==> config.mk <==
export PLATFORM = sky130hd
export DESIGN_NAME = mem_stage_lsu_flat
export DESIGN_NICKNAME = d
export VERILOG_FILES = /design/src/rtl/mem_stage_lsu_if.sv /design/src/rtl/mem_stage_lsu.sv /design/src/flat_wrapper.sv
export SDC_FILE = /design/constraint.sdc
export NUM_CORES = 1
export LEC_CHECK = 0
export CAP_MARGIN = 20
export CORE_MARGIN = 1
export CORE_UTILIZATION = 57
export DETAILED_ROUTE_END_ITERATION = 10
export DONT_BUFFER_PORTS = 1
export PLACE_DENSITY_LB_ADDON = 0.08
export SYNTH_ARGS = -nofsm -noshare
export SYNTH_HDL_FRONTEND = slang
export SYNTH_SLANG_ARGS = --single-unit
==> constraint.sdc <==
create_clock -name clk -period 1.9 [get_ports clk]
set_input_delay 0.57 -clock clk [delete_from_list [all_inputs] [get_ports clk]]
set_output_delay 0.57 -clock clk [all_outputs]
set_load 0.05 [all_outputs]
==> src/rtl/mem_stage_lsu_if.sv <==
`default_nettype none
// ============================================================================
// Module      : mem_stage_lsu_if
// Description : Data-memory request/acknowledge bus between the MEM stage and
//               the data memory.
//               master : dmem_req, dmem_we, dmem_addr, dmem_wdata out;
//                        dmem_rdata, dmem_ack in
//               slave  : the mirror image, for the memory side
// Revision    : 1.0  initial release
// ============================================================================
interface mem_stage_lsu_if;
  logic        dmem_req;
  logic        dmem_we;
  logic [31:0] dmem_addr;
  logic [31:0] dmem_wdata;
  logic [31:0] dmem_rdata;
  logic        dmem_ack;

  modport master (
    output dmem_req,
    output dmem_we,
    output dmem_addr,
    output dmem_wdata,
    input  dmem_rdata,
    input  dmem_ack
  );

  modport slave (
    input  dmem_req,
    input  dmem_we,
    input  dmem_addr,
    input  dmem_wdata,
    output dmem_rdata,
    output dmem_ack
  );
endinterface
`default_nettype wire

==> src/rtl/mem_stage_lsu.sv <==
`default_nettype none
// ============================================================================
// Module      : mem_stage_lsu
// Description : Memory-access pipeline stage. Issues word loads/stores over a
//               variable-latency request/ack bus, stalls upstream while an
//               access is outstanding, holds the MEM/WB register, and flags
//               misaligned accesses and bus timeouts.
// Ports       : clk, rst_n            clock, async active-low reset
//               alu_result_in .. MemToReg_in   EX/MEM register contents
//               dmem                 data-memory bus (master side)
//               mem_stall            combinational upstream hold
//               alu_result_out .. MemToReg_out MEM/WB register contents
//               misalign_err, bus_err single-cycle error pulses
// Revision    : 1.0  initial release
// ============================================================================
module mem_stage_lsu #(
  parameter int TIMEOUT_CYCLES = 255
) (
  input  wire logic        clk,
  input  wire logic        rst_n,
  input  wire logic [31:0] alu_result_in,
  input  wire logic [31:0] rs2_data_in,
  input  wire logic [4:0]  rd_addr_in,
  input  wire logic        MemRead_in,
  input  wire logic        MemWrite_in,
  input  wire logic        RegWrite_in,
  input  wire logic        MemToReg_in,
  mem_stage_lsu_if.master  dmem,
  output logic             mem_stall,
  output logic [31:0]      alu_result_out,
  output logic [31:0]      mem_data_out,
  output logic [4:0]       rd_addr_out,
  output logic             RegWrite_out,
  output logic             MemToReg_out,
  output logic             misalign_err,
  output logic             bus_err
);

  localparam int c_cnt_w = $clog2(TIMEOUT_CYCLES) + 1;
  localparam logic [c_cnt_w-1:0] c_cnt_last = c_cnt_w'(TIMEOUT_CYCLES - 1);

  typedef enum logic [0:0] {
    ST_IDLE = 1'b0,
    ST_WAIT = 1'b1
  } state_t;

  state_t               r_state;
  logic [c_cnt_w-1:0]   r_cnt;

  logic w_mem_op;
  logic w_aligned;
  logic w_timeout;

  assign w_mem_op  = MemRead_in | MemWrite_in;
  assign w_aligned = (alu_result_in[1:0] == 2'b00);
  // Ack wins over timeout when both land in the same cycle.
  assign w_timeout = (r_state == ST_WAIT) && !dmem.dmem_ack && (r_cnt == c_cnt_last);

  // The ack term makes this a combinational path from the bus; EX/MEM
  // advances on the same edge that captures the load data.
  assign mem_stall = ((r_state == ST_IDLE) && w_mem_op && w_aligned) ||
                     ((r_state == ST_WAIT) && !dmem.dmem_ack && !w_timeout);

  always_ff @(posedge clk or negedge rst_n) begin
    if (!rst_n) begin
      r_state         <= ST_IDLE;
      r_cnt           <= '0;
      dmem.dmem_req   <= 1'b0;
      dmem.dmem_we    <= 1'b0;
      dmem.dmem_addr  <= '0;
      dmem.dmem_wdata <= '0;
      alu_result_out  <= '0;
      mem_data_out    <= '0;
      rd_addr_out     <= '0;
      RegWrite_out    <= 1'b0;
      MemToReg_out    <= 1'b0;
      misalign_err    <= 1'b0;
      bus_err         <= 1'b0;
    end else begin
      misalign_err <= 1'b0;
      bus_err      <= 1'b0;
      case (r_state)
        ST_IDLE: begin
          // Any ack arriving here is late or spurious and is ignored.
          if (w_mem_op && w_aligned) begin
            dmem.dmem_req   <= 1'b1;
            dmem.dmem_we    <= MemWrite_in;
            dmem.dmem_addr  <= alu_result_in;
            dmem.dmem_wdata <= rs2_data_in;
            r_cnt           <= '0;
            RegWrite_out    <= 1'b0;
            MemToReg_out    <= 1'b0;
            r_state         <= ST_WAIT;
          end else if (w_mem_op) begin
            RegWrite_out <= 1'b0;
            MemToReg_out <= 1'b0;
            misalign_err <= 1'b1;
          end else begin
            alu_result_out <= alu_result_in;
            rd_addr_out    <= rd_addr_in;
            RegWrite_out   <= RegWrite_in;
            MemToReg_out   <= MemToReg_in;
          end
        end
        ST_WAIT: begin
          if (dmem.dmem_ack) begin
            // Upstream held EX/MEM stable, so the inputs still describe
            // the instruction that owns this access.
            alu_result_out <= alu_result_in;
            rd_addr_out    <= rd_addr_in;
            RegWrite_out   <= RegWrite_in;
            MemToReg_out   <= MemToReg_in;
            if (!dmem.dmem_we) begin
              mem_data_out <= dmem.dmem_rdata;
            end
            dmem.dmem_req <= 1'b0;
            r_state       <= ST_IDLE;
          end else if (w_timeout) begin
            dmem.dmem_req <= 1'b0;
            RegWrite_out  <= 1'b0;
            MemToReg_out  <= 1'b0;
            bus_err       <= 1'b1;
            r_state       <= ST_IDLE;
          end else begin
            r_cnt        <= r_cnt + c_cnt_w'(1);
            RegWrite_out <= 1'b0;
            MemToReg_out <= 1'b0;
          end
        end
        default: begin
          r_state       <= ST_IDLE;
          dmem.dmem_req <= 1'b0;
        end
      endcase
    end
  end

endmodule
`default_nettype wire
==> src/flat_wrapper.sv <==
// flat-port wrapper written by rule: the top's interface ports become plain ports
module mem_stage_lsu_flat 
#(
  parameter int TIMEOUT_CYCLES = 255
)
  (clk, rst_n, alu_result_in, rs2_data_in, rd_addr_in, MemRead_in, MemWrite_in, RegWrite_in, MemToReg_in, mem_stall, alu_result_out, mem_data_out, rd_addr_out, RegWrite_out, MemToReg_out, misalign_err, bus_err, dmem_dmem_req, dmem_dmem_we, dmem_dmem_addr, dmem_dmem_wdata, dmem_dmem_rdata, dmem_dmem_ack);
  mem_stage_lsu_if dmem_i ();
  input  wire logic clk;
  input  wire logic rst_n;
  input  wire logic [31:0] alu_result_in;
  input  wire logic [31:0] rs2_data_in;
  input  wire logic [4:0] rd_addr_in;
  input  wire logic MemRead_in;
  input  wire logic MemWrite_in;
  input  wire logic RegWrite_in;
  input  wire logic MemToReg_in;
  output logic mem_stall;
  output logic [31:0] alu_result_out;
  output logic [31:0] mem_data_out;
  output logic [4:0] rd_addr_out;
  output logic RegWrite_out;
  output logic MemToReg_out;
  output logic misalign_err;
  output logic bus_err;
  output wire logic [$bits(dmem_i.dmem_req)-1:0] dmem_dmem_req;
  output wire logic [$bits(dmem_i.dmem_we)-1:0] dmem_dmem_we;
  output wire logic [$bits(dmem_i.dmem_addr)-1:0] dmem_dmem_addr;
  output wire logic [$bits(dmem_i.dmem_wdata)-1:0] dmem_dmem_wdata;
  input wire logic [$bits(dmem_i.dmem_rdata)-1:0] dmem_dmem_rdata;
  input wire logic [$bits(dmem_i.dmem_ack)-1:0] dmem_dmem_ack;
  assign dmem_dmem_req = dmem_i.dmem_req;
  assign dmem_dmem_we = dmem_i.dmem_we;
  assign dmem_dmem_addr = dmem_i.dmem_addr;
  assign dmem_dmem_wdata = dmem_i.dmem_wdata;
  assign dmem_i.dmem_rdata = dmem_dmem_rdata;
  assign dmem_i.dmem_ack = dmem_dmem_ack;
  mem_stage_lsu #(.TIMEOUT_CYCLES(TIMEOUT_CYCLES)) u_core (.clk(clk), .rst_n(rst_n), .alu_result_in(alu_result_in), .rs2_data_in(rs2_data_in), .rd_addr_in(rd_addr_in), .MemRead_in(MemRead_in), .MemWrite_in(MemWrite_in), .RegWrite_in(RegWrite_in), .MemToReg_in(MemToReg_in), .dmem(dmem_i), .mem_stall(mem_stall), .alu_result_out(alu_result_out), .mem_data_out(mem_data_out), .rd_addr_out(rd_addr_out), .RegWrite_out(RegWrite_out), .MemToReg_out(MemToReg_out), .misalign_err(misalign_err), .bus_err(bus_err));
endmodule
## After elaboration in Yosys (flattened, before gate mapping)

Cells that the tools add are included.

- Register bits after elaboration: 149
- Latch bits: 0
- Memory bits (writable): 0
- Memory bits (read-only): 0
- Input bits: 108
- Output and inout bits: 140
- Logic and storage cells: 74
- Memories: 0

- $add $sub $neg: 1
- Multiply operators: 0
- Divide/modulo/power cells: 0
- Magnitude comparators: 0
- Equal/unequal tests: 8
- Shifts and indexed selects: 0
- Mux-type cells: 34
- Bitwise gates (word level): 3
- Reductions and logical operators: 15

Operators by type and width:

| cell | count |
|---|---|
| 2-to-1 mux 32 bit | 3 |
| one-hot mux 32 bit (2 select lines) | 1 |
| 2-to-1 mux 9 bit | 3 |
| 2-to-1 mux 1 bit | 18 |
| one-hot mux 9 bit (2 select lines) | 1 |
| 2-to-1 mux 5 bit | 3 |
| inequality test 2 bit, second input constant | 6 |
| one-hot mux 5 bit (2 select lines) | 1 |
| adder 9 x 1 -> 9 bit, second input constant | 1 |
| == test 9 x 8 -> 1 bit, second input constant | 1 |
| AND reduction 3 bit | 3 |
| one-hot mux 1 bit (2 select lines) | 4 |
| logical AND 1 bit | 6 |
| AND reduction 2 bit | 2 |
| inequality test 3 bit, second input constant | 1 |
| zero test 1 bit | 2 |
| zero test 2 bit | 1 |
| inverter 1 bit | 2 |
| logical OR 1 bit | 1 |
| OR 1 bit | 1 |

## Depth between registers and ports, before layout

- Depth after elaboration: 6
- Depth in mapped cells: 7
- Mapped depth without buffers: 6

## Worst setup path after synthesis

OpenSTA, ideal clock, no wires.

- Path kind: input -> output
- Start: input port MemWrite_in
- End: output port mem_stall
- Arrival time: 1.570 ns
- Required time: 1.330 ns
- Setup slack: -0.240 ns
- Stages: 4
- Path buffers: 2
- Cells stage by stage: o211ai_1 > buf_2 > clkbuf_1 > nand2_1

- Word-level cells in the longest chain between the ends: 4

Ends and longest elaborated chain:

| item | line | source |
|---|---|---|
| start, declared | flat_wrapper.sv:14 | `input wire logic MemWrite_in;` |
| OR 1 bit | mem_stage_lsu.sv:54 | `assign w_mem_op = MemRead_in \| MemWrite_in;` |
| logical AND 1 bit (2 in a row) | mem_stage_lsu.sv:61 | `assign mem_stall = ((r_state == ST_IDLE) && w_mem_op && w_aligned) \|\|` |
| logical OR 1 bit | mem_stage_lsu.sv:61 |  |
| end, declared | flat_wrapper.sv:17 | `output logic mem_stall;` |

No other way between the ends.

## Final worst setup path

- Start: register u_core.r_cnt[0]
- End: output port mem_stall

- Word-level cells in the longest chain between the ends: 5

Ends and longest elaborated chain:

| item | line | source |
|---|---|---|
| start, declared | mem_stage_lsu.sv:48 | `logic [c_cnt_w-1:0] r_cnt;` |
| start signal, assigned | mem_stage_lsu.sv:125 | `r_cnt <= r_cnt + c_cnt_w'(1);` |
| == test 9 x 8 -> 1 bit | mem_stage_lsu.sv:57 | `assign w_timeout = (r_state == ST_WAIT) && !dmem.dmem_ack && (r_cnt == c_cnt_last);` |
| logical AND 1 bit | mem_stage_lsu.sv:57 |  |
| zero test 1 bit | mem_stage_lsu.sv:62 | `((r_state == ST_WAIT) && !dmem.dmem_ack && !w_timeout);` |
| logical AND 1 bit | mem_stage_lsu.sv:62 |  |
| logical OR 1 bit | mem_stage_lsu.sv:61 |  |

No other way between the ends.

==> flow_metrics.tcl <==
set metrics [dict create \
    clkLatencyLatePin_ps 510 \
    worst_path_max_delay_cell "dfrtp_1" \
    final_core_util 0.6708 \
    synth_top_cell_area_share 0.6495 \
    skew_ps 4.011 \
    grt_pass1_vias 3575 \
    fmax_mhz 458.7 \
    p_per_area_nw_per_um2 1741 \
    setup_tns_ps -280.0 \
    power_uw 11420 \
    yosysMostFrequentCell "nand2_1" \
    path_class "flip-flop to primary output" \
    p_seq_frac 0.621 \
    htreeDepth 4 \
    max_slew.worst_pin.slew_ps 845.5 \
    core_area_sq_um 9774 \
    num_rows 36 \
    first_pass_iters 4 \
    port_buffers 0 \
    status "complete, but fails checks" \
    die_x_microns 102.4 \
    clock-sinks 149 \
    setup_ws_ps -280.0 \
    hp-class "input port to async pin" \
    syn-num-nets 594 \
    p_leak_uw 0.003211 \
    p_int_uw 6569 \
    synthTopCellsByArea "dfrtp_1, nand2_1, mux2_2" \
    hpwl_mm 7.868 \
    route.detailed.drc 0 \
    num_vias 3452 \
    yosysWarnings 0 \
    fill_cells 746 \
    path_clk_slew_ps 60 \
    grt_max_degree 150 \
    nets 602 \
    io_pins 248 \
    postLayoutCellArea_sq_um 6556 \
    drt_iter0_drc 125 \
    synth_top_flop_cell "dfrtp_1" \
    drive_gt1_frac 0.2361 \
    cts_max_path_buffers 2 \
    grt_pass1_wl_mm 18.00 \
    arrival_ps 1610 \
    place_area_sq_um 5942 \
    synth_cell_types 32 \
    required_ps 1330 \
    cts_tree "built" \
    relSlewSlack 0.4321 \
    cpPeakStageDelay_ps 380 \
    n_antenna_cell 0 \
    holdWs_ps -243.4 \
    peakVddDrop_uv 791.2 \
    min_period_over_period 1.147 \
    root_buffer "clkbuf_8" \
    async_flop_share 1.000 \
    crit_path_end_kind "primary output" \
    ant_nets 0 \
    syn_area_per_cell_sq_um 11.86 \
    viasPerCell 5.419 \
    critPathLaunchType "flip-flop" \
    synthCells 484 \
    worstPathMaxFanout 2 \
    initial_core_util 0.5873 \
    clkPwrFrac 0.292 \
    grt.overflow.total 0 \
    synth_edf_count 0 \
    crit_chain "inv_1, ha_1, nand4b_1, o21ai_4, nand2_4" \
    wl_per_cell_microns 18.44 \
    die_y_microns 102.4 \
    p_sw_uw 4847 \
    synthTopCellsByCount "nand2_1, dfrtp_1, mux2_2, clkbuf_1, mux2_4" \
    finalMaxSlewViolations 0 \
    grt_usage 0.2302 \
    cts_buffers 17 \
    rsz0062_at_grt "true" \
    setup-violations-final 1 \
    gp_congestion 0.7875 \
    synth_area_sq_um 5741 \
    antenna_found_initial 0 \
    yosysTopAreaCell "dfrtp_1" \
    ys_seq_area_frac 0.6495 \
    wl_mm 11.75 \
    combPwrFrac 0.087 \
    synth-seq-cells 149 \
    fin_crit_ps 2180 \
    violations "hold timing, setup timing" \
    hold_viol_final 149 \
    area_delta_synth_final_pct 14.21 \
    switching_share 0.4246 \
    die_area_sq_um 10480 \
    drv_cap 0 \
]
[metrics by stage]
stage                     instances  setup WS, ps
after global routing            637        -365.3
after detailed placement        604         54.08
after floorplan                 484       -0.4222
after CTS                       637        -327.8
after global placement          604         106.0
final                           637        -280.0
[per-layer routing]
metal  vias up  track usage  share of wire
met5         -            0              0
met4         0       0.1132          0.021
met3        22      0.08550          0.091
met2       151       0.3784           0.51
met1      1689       0.2668           0.38
li1       1590            -              -
[state kept, by name (all words and copies together) (netlist names)]
name / flops
u_core.mem_data_out: 32
u_core.RegWrite_out: 1
u_core.MemToReg_out: 1
u_core.dmem.dmem_addr: 32
u_core.r_cnt: 9
u_core.dmem.dmem_we: 1
u_core.dmem.dmem_wdata: 32
u_core.bus_err: 1
u_core.alu_result_out: 32
u_core.r_state: 1
u_core.rd_addr_out: 5
u_core.misalign_err: 1
u_core.dmem.dmem_req: 1
[worst max-delay path: cells and delay by family (launching register included)]
family	cells	cell delay, ps
flops	1	380
simple gates	2	310
compound gates	1	220
fa+ha+maj	1	130
buf+inv	1	60
[power groups by stage]
stage          Sequential [uW]  Combinational [uW]  Clock [uW]
2_1_floorplan             6990                 827           0
3_3_place_gp              7150                 934           0
3_5_place_dp              7170                 994           0
4_1_cts                   7110                1010        3390
5_1_grt                   7210                1120        3530
6_report                  7090                 992        3330
[cells in the final DEF (no fill, tap or decap), types with 2 or more instances in the layout]
cell type / n
nand2_1: 193
dfrtp_1: 148
mux2_2: 61
clkbuf_16: 16
mux2_4: 8
buf_4: 7
nor2_1: 6
o211ai_1: 5
clkbuf_8: 5
buf_12: 5
o31ai_1: 4
nand3_1: 4
clkinv_2: 4
nor2b_1: 3
o21ai_0: 3
bufinv_16: 3
inv_1: 2
nor3_1: 2
and2_1: 2
o211ai_2: 2
xor2_1: 2
ha_1: 2
clkinvlp_4: 2
[worst paths after layout]
kind	startpoint	end	slack (ps)	cells after the start
max	u_core.r_cnt[0]	mem_stall	-280	5
min	rst_n	u_core.RegWrite_out	-240	0
max reg2reg	u_core.r_state	u_core.dmem.dmem_wdata[13]	120	4
min reg2reg	u_core.r_cnt[8]	u_core.r_cnt[8]	480	1
max in group asynchronous	rst_n	u_core.dmem.dmem_addr[25]	1810	0
min in group clk	dmem_dmem_ack	u_core.bus_err	150	1
[cell type report]
class	instances	area [sq um]	share of cell area
clock inverters	9	125.1	0.01908
repair buffers	12	152.6	0.02328
flip-flops and latches	149	3730	0.5689
well taps	133	166.4	0.02538
inverters	2	7.507	0.001145
multi-input cells	310	1902	0.2901
clock buffers	22	473.0	0.07214
[logic make-up after synthesis]
group / share of synthesized area
compound gates: 0.02332
xor+xnor: 0.003052
fa+ha+maj: 0.004359
buf+inv: 0.02376
flops: 0.6495
mux: 0.1406
simple gates: 0.1554
[timing repair]
item / CTS / global route
buffers inserted: 2 / 0
gates resized for setup: 1 / 0
pin swaps: 1 / 0
endpoints found under the setup margin: 1 / 1
hold endpoints to repair: 149 / 149
No activity file was read; power rests on OpenSTA's default activity.
